--- config.mk ---
export PLATFORM = sky130hd
export DESIGN_NAME = int_controller
export DESIGN_NICKNAME = d
export VERILOG_FILES = /design/src/rtl/int_ctrl_pkg.sv /design/src/rtl/int_prio_enc.sv /design/src/rtl/int_controller.sv
export SDC_FILE = /design/constraint.sdc
export NUM_CORES = 1
export LEC_CHECK = 0
export ABC_AREA = 1
export CORE_ASPECT_RATIO = 0.9
export CORE_UTILIZATION = 45
export CTS_CLUSTER_DIAMETER = 50
export DETAILED_ROUTE_END_ITERATION = 7
export PLACE_DENSITY_LB_ADDON = 0.15
export SLEW_MARGIN = 20
export SYNTH_ARGS = -nofsm -noshare
export SYNTH_HDL_FRONTEND = slang
export SYNTH_SLANG_ARGS = --single-unit
--- constraint.sdc ---
create_clock -name clk -period 1.45 [get_ports clk]
set_input_delay 0.145 -clock clk [delete_from_list [all_inputs] [get_ports clk]]
set_output_delay 0.145 -clock clk [all_outputs]
set_load 0.01 [all_outputs]
--- src/rtl/int_ctrl_pkg.sv ---
// Shared types and constants for the interrupt controller and its priority encoder.
package int_ctrl_pkg;

  typedef enum logic [1:0] {
    IDLE,
    REQ,
    SERVICE
  } state_t;

  localparam int VEC_W          = 32;
  localparam int DEF_VEC_STRIDE = 4;
  localparam int DEF_TIMEOUT    = 500;

  // Width of a binary index over n items, never narrower than one bit.
  function automatic int idx_width(input int n);
    return (n > 1) ? $clog2(n) : 1;
  endfunction

endpackage

--- src/rtl/int_prio_enc.sv ---
// Combinational fixed-priority encoder: the lowest set index wins.
module int_prio_enc
  import int_ctrl_pkg::*;
#(
  parameter int N  = 4,
  parameter int IW = idx_width(N)
) (
  input  logic [N-1:0]  req,
  output logic [N-1:0]  onehot,
  output logic [IW-1:0] idx,
  output logic          valid
);

  // Scanning from the top down lets lower indices overwrite higher ones.
  always_comb begin
    onehot = '0;
    idx    = '0;
    valid  = 1'b0;
    for (int i = N - 1; i >= 0; i--) begin
      if (req[i]) begin
        onehot    = '0;
        onehot[i] = 1'b1;
        idx       = IW'(i);
        valid     = 1'b1;
      end
    end
  end

endmodule

--- src/rtl/int_controller.sv ---
// Prioritised, maskable interrupt controller with request/ack handshake,
// single-level service tracking and a service watchdog.
//
//   state   | meaning
//   --------+-------------------------------------------------------------
//   IDLE    | no request outstanding; arbitrate unmasked pending sources
//   REQ     | irq/irq_id held for the latched winner until irq_ack
//   SERVICE | handler running; wait for rti or watchdog expiry
module int_controller
  import int_ctrl_pkg::*;
#(
  parameter int NSRC       = 4,
  parameter int VEC_STRIDE = DEF_VEC_STRIDE,
  parameter int TIMEOUT    = DEF_TIMEOUT
) (
  input  logic             clk,
  input  logic             rst,
  input  logic [NSRC-1:0]  src_req,
  input  logic             mask_we,
  input  logic [NSRC-1:0]  mask_wdata,
  input  logic             irq_ack,
  input  logic             rti,
  output logic [NSRC-1:0]  mask,
  output logic [NSRC-1:0]  pending,
  output logic [NSRC-1:0]  in_service,
  output logic             irq,
  output logic [VEC_W-1:0] irq_id,
  output logic             timeout
);

  localparam int IW = idx_width(NSRC);
  localparam int TW = (TIMEOUT > 0) ? $clog2(TIMEOUT + 1) : 1;
  localparam logic [TW-1:0] T_LAST = (TIMEOUT > 0) ? TW'(TIMEOUT - 1) : '0;

  state_t          state, state_nxt;
  logic [NSRC-1:0] src_q;
  logic [NSRC-1:0] rise;
  logic [NSRC-1:0] arb_req;
  logic [NSRC-1:0] enc_oh;
  logic [IW-1:0]   enc_idx;
  logic            enc_valid;
  logic [NSRC-1:0] cur_oh;
  logic [NSRC-1:0] pend_clr;
  logic [TW-1:0]   timer;
  logic            wd_hit;
  logic            grant, ack, expire;

  assign rise    = src_req & ~src_q;
  assign arb_req = pending & ~mask;
  assign wd_hit  = (TIMEOUT != 0) && (timer == T_LAST);

  int_prio_enc #(
    .N  (NSRC),
    .IW (IW)
  ) u_prio_enc (
    .req    (arb_req),
    .onehot (enc_oh),
    .idx    (enc_idx),
    .valid  (enc_valid)
  );

  always_ff @(posedge clk or posedge rst) begin
    if (rst) state <= IDLE;
    else     state <= state_nxt;
  end

  always_comb begin
    state_nxt = state;
    grant     = 1'b0;
    ack       = 1'b0;
    expire    = 1'b0;
    case (state)
      IDLE: begin
        if (enc_valid) begin
          grant     = 1'b1;
          state_nxt = REQ;
        end
      end
      REQ: begin
        if (irq_ack) begin
          ack       = 1'b1;
          state_nxt = SERVICE;
        end
      end
      SERVICE: begin
        if (rti) begin
          state_nxt = IDLE;
        end else if (wd_hit) begin
          expire    = 1'b1;
          state_nxt = IDLE;
        end
      end
      default: state_nxt = IDLE;
    endcase
  end

  // A rise on the acknowledged source in the same cycle re-arms it.
  always_comb begin
    pend_clr = ack ? cur_oh : '0;
  end

  always_ff @(posedge clk or posedge rst) begin
    if (rst) begin
      src_q      <= '0;
      mask       <= '0;
      pending    <= '0;
      in_service <= '0;
      cur_oh     <= '0;
      irq        <= 1'b0;
      irq_id     <= '0;
      timeout    <= 1'b0;
      timer      <= '0;
    end else begin
      src_q   <= src_req;
      pending <= (pending & ~pend_clr) | rise;
      timeout <= expire;
      if (mask_we) mask <= mask_wdata;

      if (grant) begin
        cur_oh <= enc_oh;
        irq    <= 1'b1;
        irq_id <= VEC_W'(enc_idx) * VEC_W'(VEC_STRIDE);
      end

      if (ack) begin
        irq        <= 1'b0;
        in_service <= cur_oh;
        timer      <= '0;
      end

      if (state == SERVICE) begin
        if (rti || expire) in_service <= '0;
        else if (TIMEOUT != 0) timer <= timer + TW'(1);
      end
    end
  end

endmodule
==> results by group <==
Outcome
  – Status: complete, no violations

Clocking
  – Max Buffers Root-to-Sink: 2
  – Worst-path clk slew: 0.07 ns
  – Inserted Clock Buffers: 5
  – H-tree depth: 2
  – Clock Latency Late Sink: 0.28 ns
  – Root buffer cell: clkbuf_8
  – CTS tree: built
  – Clk sinks: 35

Synthesis
  – Mapped Area: 0.001833 mm²
  – YS warnings: 0
  – Synth unique cells: 25
  – Post-synthesis register bit count: 35
  – Yosys top cell by area: dfrtp_1
  – Top post-synthesis cells by area: dfrtp_1 48%, buf_4 12%, nand2_1 11%, inv_1 6.3%, o21ai_0 3.8%
  – Share of the synthesized area in the top cell type: 47.78%
  – Syn avg cell area: 8.220 µm²
  – Syn Inst Count: 223
  – Register area share after synthesis: 47.78%

Critical path
  – WP data required: 1.31 ns
  – Reg2reg start: state[0]
  – Cell Chain, Critical Path: clkdlybuf4s50_1
  – Register-to-register setup slack: 0.1 ns
  – Element type at the critical path start: flip-flop
  – WP buf/inv: 1
  – Crit path kind: flip-flop to primary output
  – CP endpoint kind: primary output
  – R2R depth: 8
  – CP max stage cell: clkdlybuf4s50_1
  – CP arrival: 1.21 ns
  – Crit path max fanout: 3
  – R2R Path End: timer[3]
  – Cell family with most CP delay: buffers and inverters
  – Slowest stage delay, CP: 0.55 ns

Final layout
  – Area Growth Syn to Fin: 22.94%
  – Ant diodes: 0
  – Layout cell share with drive strength beyond 1: 9.506%
  – Most frequent cells in the layout: 55 x nand2_1, 35 x dfrtp_1, 31 x inv_1
  – Layout Cells excl Fill: 309
  – Layout Nets: 277
  – Most common cell after layout, fill and taps aside: nand2_1

Die
  – Top Ports: 59
  – Die Wd: 69.28 µm
  – Die ar.: 0.004333 mm²
  – Row count: 21
  – CORE AREA: 0.003810 mm²
  – Initial core utilization: 48.11%
  – Die Ht: 62.55 µm

Global routing
  – Gr usage total: 16.32%
  – Largest net degree at the start of global routing: 36
  – Overflow after GRT: 0
  – Antenna violations before repair: 0
  – First-pass GRT wire length: 5.526 mm
  – Vias in the first global route: 1223

Place
  – Pre-CTS setup slack: 0.03929 ns
  – DPL Wire Length: 2.461 mm
  – IO buf count: 28
  – Placed Cells: 299
  – Final GP Congestion: 0.8815

Timing
  – Hold Violations, Final: 0
  – Final setup fails: 0
  – Period utilization: 93.26%
  – Minimum clock period: 1.352 ns
  – Final WS setup: 0.09766 ns
  – Hold_ws: 0.2014 ns
  – Setup Skew: 0.004781 ns
  – Setup TNS Final: 0 ns
  – Slew Viols, Final: 0
  – Fmax: 0.7395 GHz

Job
  – Max_cap viols: 0

Routing
  – Via count: 1436
  – First drt pass iteration count: 4
  – Post-route ant nets: 0
  – Vias per cell: 4.647
  – Initial DRC count: 52
  – Wire length per cell: 11.03 µm
  – Final wirelength: 3.409 mm
  – DRC violations left: 0

Power
  – Max VDD drop: 0.7635 mV
  – Power Density: 1389 mW/mm²
  – Leakage: 1.142 nW

Min path
  – Hold Crit Class: input pin to asynchronous set/reset pin
[cells by family after synthesis]
logic type | share of synthesized area (%)
and+or+nand+nor | 23.28
xor gates and xnor gates | 0.9558
other | 0.2046
DFF | 47.78
buffers and inverters | 19.52
adders and majority gates | 0.6825
AOI/OAI and AO/OA | 7.577
[state kept, by name, indices dropped and copies added, names as in the netlist]
signal      cells
state           2
cur_oh          4
mask            4
timeout         1
in_service      4
irq_id          2
timer           9
irq             1
pending         4
src_q           4
[routing by layer]
| metal | routed length (µm) | global-route usage, % | vias up |
|---|---|---|---|
| met2 | 1472 | 22.94 | 67 |
| met3 | 209 | 3.871 | 8 |
| met4 | 58 | 6.888 | 0 |
| met5 | 0 | 0 | - |
| met1 | 1669 | 24.00 | 649 |
| li1 | - | - | 712 |
[how the worst max path moves through the flow]
stage / startpoint / end / slack (ns) / cells past startpoint
final: pending[3] / pending[3] / 0.1 / 1
after global routing: timer[0] / timer[8] / -0.007 / 8
after CTS: timer[0] / in_service[2] / 0.02 / 6
after detailed placement: timer[0] / in_service[0] / 0.04 / 6
after global placement: rti / timer[3] / 0.07 / 7
after floorplan: timer[0] / in_service[2] / 0.14 / 6
[where the power goes]
part           switching [W]  internal [W]
combinational       0.000594      0.000495
sequential          0.000147       0.00119
clock               0.000330      0.000372
[through the flow]
step	utilization, %	area, µm²	power (W)
after floorplan	-	1942	0.001968
after global placement	55.30	2107	0.002376
after detailed placement	55.30	2107	0.002396
after CTS	57.60	2195	0.003112
after global routing	59.15	2253	0.003350
final	59.15	2253	0.003130
[cell type report]
class | instances | area (µm²)
Clock buffer | 6 | 82.58
Clock inverter | 1 | 5.005
Fill cell | 365 | 1556
Inverter | 32 | 122.6
Multi-Input combinational cell | 155 | 759.5
Sequential cell | 35 | 875.8
Tap cell | 46 | 57.56
Timing Repair Buffer | 34 | 350.3
[synthesized netlist by cell type]
library cell / instances
nand2_1: 55
buf_4: 30
nand3_1: 12
xor2_1: 1
xnor2_1: 1
o21ai_0: 14
nor2_4: 2
o21ai_1: 3
nand3b_1: 1
inv_1: 31
conb_1: 1
a21oi_2: 1
nor2_1: 17
nand2_8: 1
o31ai_1: 1
nand2_2: 1
dfrtp_1: 35
nand4_1: 2
buf_2: 2
o22ai_1: 2
ha_1: 1
nand3_4: 1
a21oi_1: 5
nor3_1: 2
inv_4: 1
[what timing repair did]
item	in CTS	in global routing
buffers inserted	0	1
resized for setup	0	7
hold endpoints to repair	0	0
endpoints found under the setup margin	0	14
hold buffers	0	0
(Power assumes the default switching activity.)
